**config.mk**
```make
export PLATFORM = sky130hd
export DESIGN_NAME = mem_arbiter_flat
export DESIGN_NICKNAME = d
export VERILOG_FILES = /design/src/rtl/mem_arbiter_if.sv /design/src/rtl/mem_arbiter.sv /design/src/flat_wrapper.sv
export SDC_FILE = /design/constraint.sdc
export NUM_CORES = 1
export LEC_CHECK = 0
export ABC_AREA = 1
export CAP_MARGIN = 20
export CELL_PAD_IN_SITES_DETAIL_PLACEMENT = 1
export CELL_PAD_IN_SITES_GLOBAL_PLACEMENT = 1
export CORE_AREA = 5 5 273 275
export CTS_CLUSTER_DIAMETER = 50
export DETAILED_ROUTE_END_ITERATION = 8
export DIE_AREA = 0 0 278 280
export HOLD_SLACK_MARGIN = 0.12
export PLACE_DENSITY_LB_ADDON = 0.05
export SKIP_CTS_REPAIR_TIMING = 1
export SYNTH_ARGS = -nofsm -noshare
export SYNTH_HDL_FRONTEND = slang
export SYNTH_SLANG_ARGS = --single-unit
```
**constraint.sdc**
```tcl
create_clock -name clk -period 2.81 [get_ports clk]
set_input_delay 0.562 -clock clk [delete_from_list [all_inputs] [get_ports clk]]
set_output_delay 0.562 -clock clk [all_outputs]
set_load 0.02 [all_outputs]
```
**src/rtl/mem_arbiter_if.sv**
```systemverilog
// Bus bundle between the fetch/load-store requesters, the arbiter and the RAM.
interface mem_arbiter_if;
  localparam int unsigned DW = 64;

  // Instruction-fetch port
  logic          if_req;
  logic [DW-1:0] if_addr;
  logic          if_ack;
  logic [DW-1:0] if_rdata;

  // Load/store port
  logic          mem_req;
  logic          mem_we;
  logic [DW-1:0] mem_addr;
  logic [DW-1:0] mem_wdata;
  logic [DW-1:0] mem_wmask;
  logic          mem_ack;
  logic [DW-1:0] mem_rdata;

  // RAM port
  logic          ram_en;
  logic [DW-1:0] ram_ridx;
  logic [DW-1:0] ram_rdata;
  logic          ram_wen;
  logic [DW-1:0] ram_widx;
  logic [DW-1:0] ram_wdata;
  logic [DW-1:0] ram_wmask;

  // Arbiter side
  modport slave (
    input  if_req, if_addr, mem_req, mem_we, mem_addr, mem_wdata, mem_wmask, ram_rdata,
    output if_ack, if_rdata, mem_ack, mem_rdata,
    output ram_en, ram_ridx, ram_wen, ram_widx, ram_wdata, ram_wmask
  );

  // Requester / RAM side
  modport master (
    output if_req, if_addr, mem_req, mem_we, mem_addr, mem_wdata, mem_wmask, ram_rdata,
    input  if_ack, if_rdata, mem_ack, mem_rdata,
    input  ram_en, ram_ridx, ram_wen, ram_widx, ram_wdata, ram_wmask
  );
endinterface

```
**src/rtl/mem_arbiter.sv**
```systemverilog
// Two-port (fetch vs load/store) arbiter onto a single-ported word RAM.
// Load/store wins ties; fetch is forced through after STARVE_MAX straight losses.
module mem_arbiter #(
  parameter logic [63:0] BASE       = 64'h8000_0000,
  parameter int unsigned STARVE_MAX = 4
) (
  input logic          clk,
  input logic          rst,
  mem_arbiter_if.slave bus
);
  localparam int unsigned DW = 64;
  localparam int unsigned CW = 4;

  typedef enum logic [1:0] {
    IDLE     = 2'd0,
    RESP_IF  = 2'd1,
    RESP_MEM = 2'd2
  } state_t;

  state_t        state_q, state_d;
  logic [CW-1:0] starve_q, starve_d;
  logic          store_q, store_d;
  logic          grant_if;

  // Byte address to RAM word index; offset wraps modulo 2^64, byte lane bits dropped.
  function automatic logic [DW-1:0] word_idx(input logic [DW-1:0] addr);
    logic [DW-1:0] off;
    off = addr - BASE;
    return off >> 3;
  endfunction

  // State, starvation counter and store flag registers.
  always_ff @(posedge clk or negedge rst) begin
    if (!rst) begin
      state_q  <= IDLE;
      starve_q <= '0;
      store_q  <= 1'b0;
    end else begin
      state_q  <= state_d;
      starve_q <= starve_d;
      store_q  <= store_d;
    end
  end

  // Arbitration, RAM command in the grant cycle, and response decode.
  always_comb begin
    state_d       = state_q;
    starve_d      = starve_q;
    store_d       = store_q;
    grant_if      = 1'b0;
    bus.ram_en    = 1'b0;
    bus.ram_ridx  = '0;
    bus.ram_wen   = 1'b0;
    bus.ram_widx  = '0;
    bus.ram_wdata = '0;
    bus.ram_wmask = '0;
    bus.if_ack    = 1'b0;
    bus.if_rdata  = '0;
    bus.mem_ack   = 1'b0;
    bus.mem_rdata = '0;

    // Gating on rst keeps every output quiet while reset is held.
    if (rst) begin
      case (state_q)
        IDLE: begin
          grant_if = bus.if_req && (!bus.mem_req || (starve_q == CW'(STARVE_MAX)));
          if (grant_if) begin
            bus.ram_en   = 1'b1;
            bus.ram_ridx = word_idx(bus.if_addr);
            starve_d     = '0;
            state_d      = RESP_IF;
          end else if (bus.mem_req) begin
            store_d = bus.mem_we;
            state_d = RESP_MEM;
            if (bus.mem_we) begin
              bus.ram_wen   = 1'b1;
              bus.ram_widx  = word_idx(bus.mem_addr);
              bus.ram_wdata = bus.mem_wdata;
              bus.ram_wmask = bus.mem_wmask;
            end else begin
              bus.ram_en   = 1'b1;
              bus.ram_ridx = word_idx(bus.mem_addr);
            end
            if (bus.if_req && (starve_q < CW'(STARVE_MAX))) begin
              starve_d = starve_q + CW'(1);
            end
          end
        end
        RESP_IF: begin
          bus.if_ack   = 1'b1;
          bus.if_rdata = bus.ram_rdata;
          state_d      = IDLE;
        end
        RESP_MEM: begin
          bus.mem_ack   = 1'b1;
          bus.mem_rdata = store_q ? '0 : bus.ram_rdata;
          state_d       = IDLE;
        end
        default: state_d = IDLE;
      endcase
    end
  end
endmodule

```
**src/flat_wrapper.sv**
```systemverilog
// flat-port wrapper written by rule: the top's interface ports become plain ports
module mem_arbiter_flat 
#(
  parameter logic [63:0] BASE       = 64'h8000_0000,
  parameter int unsigned STARVE_MAX = 4
)
  (clk, rst, bus_if_req, bus_if_addr, bus_mem_req, bus_mem_we, bus_mem_addr, bus_mem_wdata, bus_mem_wmask, bus_ram_rdata, bus_if_ack, bus_if_rdata, bus_mem_ack, bus_mem_rdata, bus_ram_en, bus_ram_ridx, bus_ram_wen, bus_ram_widx, bus_ram_wdata, bus_ram_wmask);
  mem_arbiter_if bus_i ();
  input logic clk;
  input logic rst;
  input wire logic [$bits(bus_i.if_req)-1:0] bus_if_req;
  input wire logic [$bits(bus_i.if_addr)-1:0] bus_if_addr;
  input wire logic [$bits(bus_i.mem_req)-1:0] bus_mem_req;
  input wire logic [$bits(bus_i.mem_we)-1:0] bus_mem_we;
  input wire logic [$bits(bus_i.mem_addr)-1:0] bus_mem_addr;
  input wire logic [$bits(bus_i.mem_wdata)-1:0] bus_mem_wdata;
  input wire logic [$bits(bus_i.mem_wmask)-1:0] bus_mem_wmask;
  input wire logic [$bits(bus_i.ram_rdata)-1:0] bus_ram_rdata;
  output wire logic [$bits(bus_i.if_ack)-1:0] bus_if_ack;
  output wire logic [$bits(bus_i.if_rdata)-1:0] bus_if_rdata;
  output wire logic [$bits(bus_i.mem_ack)-1:0] bus_mem_ack;
  output wire logic [$bits(bus_i.mem_rdata)-1:0] bus_mem_rdata;
  output wire logic [$bits(bus_i.ram_en)-1:0] bus_ram_en;
  output wire logic [$bits(bus_i.ram_ridx)-1:0] bus_ram_ridx;
  output wire logic [$bits(bus_i.ram_wen)-1:0] bus_ram_wen;
  output wire logic [$bits(bus_i.ram_widx)-1:0] bus_ram_widx;
  output wire logic [$bits(bus_i.ram_wdata)-1:0] bus_ram_wdata;
  output wire logic [$bits(bus_i.ram_wmask)-1:0] bus_ram_wmask;
  assign bus_i.if_req = bus_if_req;
  assign bus_i.if_addr = bus_if_addr;
  assign bus_i.mem_req = bus_mem_req;
  assign bus_i.mem_we = bus_mem_we;
  assign bus_i.mem_addr = bus_mem_addr;
  assign bus_i.mem_wdata = bus_mem_wdata;
  assign bus_i.mem_wmask = bus_mem_wmask;
  assign bus_i.ram_rdata = bus_ram_rdata;
  assign bus_if_ack = bus_i.if_ack;
  assign bus_if_rdata = bus_i.if_rdata;
  assign bus_mem_ack = bus_i.mem_ack;
  assign bus_mem_rdata = bus_i.mem_rdata;
  assign bus_ram_en = bus_i.ram_en;
  assign bus_ram_ridx = bus_i.ram_ridx;
  assign bus_ram_wen = bus_i.ram_wen;
  assign bus_ram_widx = bus_i.ram_widx;
  assign bus_ram_wdata = bus_i.ram_wdata;
  assign bus_ram_wmask = bus_i.ram_wmask;
  mem_arbiter #(.BASE(BASE), .STARVE_MAX(STARVE_MAX)) u_core (.clk(clk), .rst(rst), .bus(bus_i));
endmodule
```
==> qor.yml, run 1 <==
power_and_ir_drop:
  switching_share: 0.495
  peakVddDrop_v: 0.0000947
  p_sw_mw: 1.89
  p_leak_nw: 11.6
  pwr_density_cell_mw_per_mm2: 223
  p_total_mw: 3.81
  p_clk_frac: 0.064
  internal_power_mw: 1.93
  pwr-share-seq: 0.043
  combPwrFrac: 0.892
drt:
  wirelength_um: 68000
  wl_per_cell_um: 21.4
  firstDrtPassIters: 4
  vias: 11000
  viasPerCell: 3.47
  drc: 0
  detail_route.iter0.violations: 330
  antenna_left: 0
final_layout:
  nets: 2538
  drive_above_1_share: 0.313
  final_common_cell: "nor2_1"
  finish.utilization: 0.238
  final_cell_mix: "359 x nor2_1, 345 x buf_4, 301 x inv_1, 285 x clkdlybuf4s50_1, 213 x dlymetal6s2s_1"
  syn2layout_area_growth_pct: 209
  fin_area_mm2: 0.0171
  stdcell_count: 3174
  fill_cells: 8861
setup_path:
  path_class: "reg -> out"
  arrival_ns: 2.22
  crit_fanout: 6
  worstPathRequired_ns: 2.25
  start_kind: "flop"
  end_kind: "output pin"
  rr_worst_depth: 11
run:
  cap_violations: 0
die:
  die_h_um: 280
  row_count: 99
  dieArea_mm2: 0.0778
  fp.dieW_um: 278
  start_util: 0.0769
  core_area_mm2: 0.0721
  pin_count: 713
clock_tree:
  clock_latency_ns: 0.23
  cts-root-buf: "clkbuf_16"
  cts_inserted_buffers: 3
  clock_path_buffers: 2
  clkTransAtPathRegs_ns: 0.04
  cts_sinks: 7
  cts_tree: "built"
  htree_levels: 1
place:
  dpl_cell_area_mm2: 0.0157
  placedCellCount: 3134
  place_ws_ns: -0.957
  portBuffers: 700
  gp_congestion: 0.833
  hpwl_um: 60600
synth:
  synthFlopType: "dfrtp_1"
  syn_area_mm2: 0.00554
  synth_seq_cells: 7
  avgSynthCellArea_um2: 4.33
  synthCells: 1280
  synth.yosys.warnings: 0
  synth_edf_count: 0
  ys_seq_area_frac: 0.0316
  synthArstFlopShare: 1.00
  synth_cell_types: 31
sta:
  rsz0062_at_grt: "true"
  whs_ns: 0.329
  finalSetupViolations: 0
  finalMaxSlewViolations: 0
  fin_skew_ns: 0.00134
  layout_setup_ws_ns: 0.0232
  tns_ns: 0
  period_needed_ns: 2.79
  clock.fmax_mhz: 359
  final_hold_viol_count: 0
  period_share: 0.992
global_route:
  grt_pass1_vias: 12000
  met1_usage: 0.183
  grt_pass1_wl_um: 90600
  grt_most_used_layer: "met2"
  grt_max_degree: 52
  grt.met2_usage: 0.302
  antenna_found_initial: 14
  overflow: 0
  met3_usage: 0.0486
  grtUsageTotal: 0.158
run_status:
  status: "complete, no violations"
min_path:
  holdCritPathClass: "in -> async"
## cell usage after synthesis (5+ instances only)
master / count / share of area
nor2_1: 450 / 0.30
inv_1: 312 / 0.21
nand2_1: 228 / 0.15
nand3_1: 74 / 0.067
a21oi_1: 27 / 0.024
o21ai_0: 27 / 0.024
buf_2: 24 / 0.022
xor2_1: 17 / 0.027
nor2_2: 16 / 0.018
clkbuf_1: 14 / 0.0095
o21ai_1: 12 / 0.011
buf_4: 11 / 0.015
nand4_1: 11 / 0.012
inv_2: 9 / 0.0061
dfrtp_1: 7 / 0.032
nor2_4: 7 / 0.014
buf_1: 5 / 0.0034
## flip-flops by register name, indices dropped and copies added, names as in the netlist
| register | count |
|---|---|
| u_core.starve_q | 4 |
| u_core.state_q | 2 |
| u_core.store_q | 1 |
## per-layer routing
metal	up-vias	part of all wire	routed length, um
met5	-	0.0013	90
met4	14	0.0035	237
met3	30	0.076	5150
met2	388	0.52	35500
met1	5045	0.40	27000
li1	5528	-	-
## final timing paths
kind                                            to  slack, ns                from
worst max-delay path              bus_ram_ridx[37]       0.02  u_core.starve_q[1]
worst min-delay path            u_core.starve_q[3]       0.33                 rst
worst max register to register   u_core.state_q[0]       1.13  u_core.starve_q[1]
worst min register to register      u_core.store_q       0.53      u_core.store_q
max in group asynchronous        u_core.state_q[0]       1.98                 rst
min in group clk                    u_core.store_q       0.53      u_core.store_q
## area by class of cell
| type | instances | area (um^2) | share of cell area |
|---|---|---|---|
| timing repair buffer | 975 | 9820 | 0.573 |
| antenna | 7 | 17.5 | 0.00102 |
| clock buffer | 4 | 78.8 | 0.00460 |
| sequential | 7 | 175 | 0.0102 |
| multi-input combinational | 901 | 4630 | 0.270 |
| inverter | 321 | 1210 | 0.0706 |
| tap | 959 | 1200 | 0.0700 |
## worst max-delay path: stages, from the launching register on
cell	delay [ns]
dfrtp_1	0.38
inv_2	0.08
ha_4	0.14
nand3_4	0.08
nand2_2	0.09
nand2_4	0.09
buf_12	0.14
nor2_4	0.18
nor2_4	0.08
inv_4	0.08
buf_12	0.11
clkbuf_16	0.13
o21ai_1	0.09
nor2_1	0.14
buf_4	0.17
## logic make-up after synthesis
logic type,share of synthesized area
AND/OR/NAND/NOR,0.585
buffers and inverters,0.273
AO/OA/AOI/OAI,0.0691
XOR/XNOR,0.0316
flip-flops,0.0316
adder cells (fa/ha/maj),0.00903
other,0.000677
## power by group through the flow
stage / sequential, mW / clock [mW] / combinational [mW]
after detailed placement: 0.162 / 0 / 3.30
after CTS: 0.161 / 0.248 / 3.32
after global routing: 0.172 / 0.253 / 3.66
after global placement: 0.159 / 0 / 3.31
after floorplan: 0.157 / 0 / 1.18
final: 0.164 / 0.246 / 3.40
Note: power is estimated with default switching activity, not from simulation.
==> run 2: changes to the inputs <==
CORE_AREA = 5 5 275 277   (was 5 5 273 275)
DIE_AREA = 0 0 280 282   (was 0 0 278 280)
DONT_BUFFER_PORTS = 1   (was not set)
MAX_ROUTING_LAYER = met4   (was not set)
clock period = 2.3 ns   (was 2.81 ns; I/O delays follow)
==> run 2 against run 1 <==
Effect of this change: the flow now finishes with violations (setup timing); global-route usage is 2.3 points lower; non-clock buffer count is 497 lower; hold slack better by 0.11 ns; combinational power is 10% lower.
==> qor.yml, run 2 (synthesis gave the netlist of run 1 again) <==
final_layout:
  regMostFlops: "u_core.starve_q"
  finish.utilization: 0.156
  nets: 2040
  fill_cells: 9159
  largestRegisters: "u_core.starve_q x4, u_core.state_q x2, u_core.store_q x1"
  final_common_cell: "nor2_1"
  stdcell_count: 2674
  seq_area_um2: 175
  multi_input_area_mm2: 0.00440
  syn2layout_area_growth_pct: 105
  largest_reg_flops: 4
  final_cell_mix: "389 x nor2_1, 388 x buf_4, 306 x inv_1, 203 x nand2_1, 67 x nand3_1"
  fin_area_mm2: 0.0113
  drive_above_1_share: 0.373
setup_path:
  worstPathRequired_ns: 1.84
  start_kind: "flop"
  crit_fanout: 5
  end_kind: "output pin"
  arrival_ns: 2.04
  path_class: "reg -> out"
die:
  pin_count: 713
  start_util: 0.0763
  dieArea_mm2: 0.0790
  fp.dieW_um: 280
  die_h_um: 282
  core_area_mm2: 0.0726
  row_count: 99
drt:
  drc: 0
  viasPerCell: 3.42
  wl_per_cell_um: 21.8
  detail_route.iter0.violations: 311
  vias: 9133
  wirelength_um: 58400
  firstDrtPassIters: 4
  antenna_left: 0
global_route:
  overflow: 0
  grt_pass1_wl_um: 75300
  grtUsageTotal: 0.135
  antenna_found_initial: 8
  grt_max_degree: 66
  grt_pass1_vias: 9714
place:
  dpl_cell_area_mm2: 0.0102
  placedCellCount: 2646
  place_ws_ns: -0.232
  gp_congestion: 0.845
  portBuffers: 0
  hpwl_um: 52500
run_status:
  violations: "setup timing"
  status: "complete, but fails checks"
sta:
  whs_ns: 0.435
  period_needed_ns: 2.50
  period_share: 1.09
  rsz0062_at_grt: "true"
  fin_skew_ns: 0.00303
  final_hold_viol_count: 0
  finalMaxSlewViolations: 0
  finalSetupViolations: 229
  layout_setup_ws_ns: -0.200
  clock.fmax_mhz: 400
clock_tree:
  clock_path_buffers: 2
  htree_levels: 1
  cts_inserted_buffers: 3
  cts-root-buf: "clkbuf_16"
  cts_tree: "built"
  cts_sinks: 7
  clock_latency_ns: 0.23
  clkTransAtPathRegs_ns: 0.04
power_and_ir_drop:
  p_leak_nw: 6.33
  pwr_density_cell_mw_per_mm2: 313
  peakVddDrop_v: 0.000166
min_path:
  holdCritPathClass: "in -> reg"
run:
  cap_violations: 0
## run 2: cell count changes in the layout (fill, tap and decap cells not counted), sizes merged
cell	delta
clkdlybuf4s50	-285
dlymetal6s2s	-213
buf	+43
clkbuf	-43
clkinv	+2
diode	-2
inv	-2
dlygate4sd3	+1
nand2	-1
## run 2: area by class of cell
cell class | instances | area share
antenna | 5 | 0.00110
clock buffer | 4 | 0.00695
inverter | 321 | 0.107
multi-input combinational | 900 | 0.388
sequential | 7 | 0.0154
tap | 959 | 0.106
timing repair buffer | 478 | 0.375
## run 2: metal layers
metal / wire [um] / global-route usage / vias to the layer above / share of wire
met4: 248 / 0.00782 / 0 / 0.0043
met3: 4720 / 0.0394 / 13 / 0.081
met2: 29300 / 0.236 / 378 / 0.50
met1: 24100 / 0.163 / 4217 / 0.41
met5: 0 / - / - / 0
li1: - / - / 4525 / -
## run 2: worst max-delay path, stage by stage, from the launching register on
cell      delay, ns
dfrtp_1        0.36
inv_2          0.06
ha_4           0.15
nand3_2        0.06
nand2_2        0.07
nand2_4        0.10
buf_12         0.14
clkinv_4       0.05
buf_12         0.12
buf_12         0.13
buf_12         0.13
nand3_2        0.07
nand2_2        0.05
nor2_2         0.17
buf_6          0.14
## run 2: worst paths after layout
kind / cells past startpoint / end / from / slack, ns
setup reg to reg: 10 / u_core.starve_q[2] / u_core.starve_q[1] / 0.70
max in group asynchronous: 1 / u_core.state_q[1] / rst / 1.41
hold reg to reg: 2 / u_core.store_q / u_core.store_q / 0.53
hold / removal: 2 / u_core.state_q[1] / bus_mem_req / 0.43
min in group asynchronous: 1 / u_core.starve_q[1] / rst / 0.60
setup / recovery: 14 / bus_ram_ridx[55] / u_core.starve_q[0] / -0.20
## run 2: power breakdown
part           internal (mW)  switching, mW  leakage [nW]
registers              0.167         0.0328        0.0912
logic                   1.18           1.87          6.20
clock network          0.231         0.0732        0.0382
## run 2: stage by stage
| step | total power, mW | TNS, ns |
|---|---|---|
| finish | 3.55 | -23.94 |
| global route | 3.83 | -54.32 |
| detailed placement | 3.00 | -14.77 |
| floorplan | 1.64 | 0 |
| global placement | 3.01 | -12.72 |
| CTS | 3.32 | -74.37 |
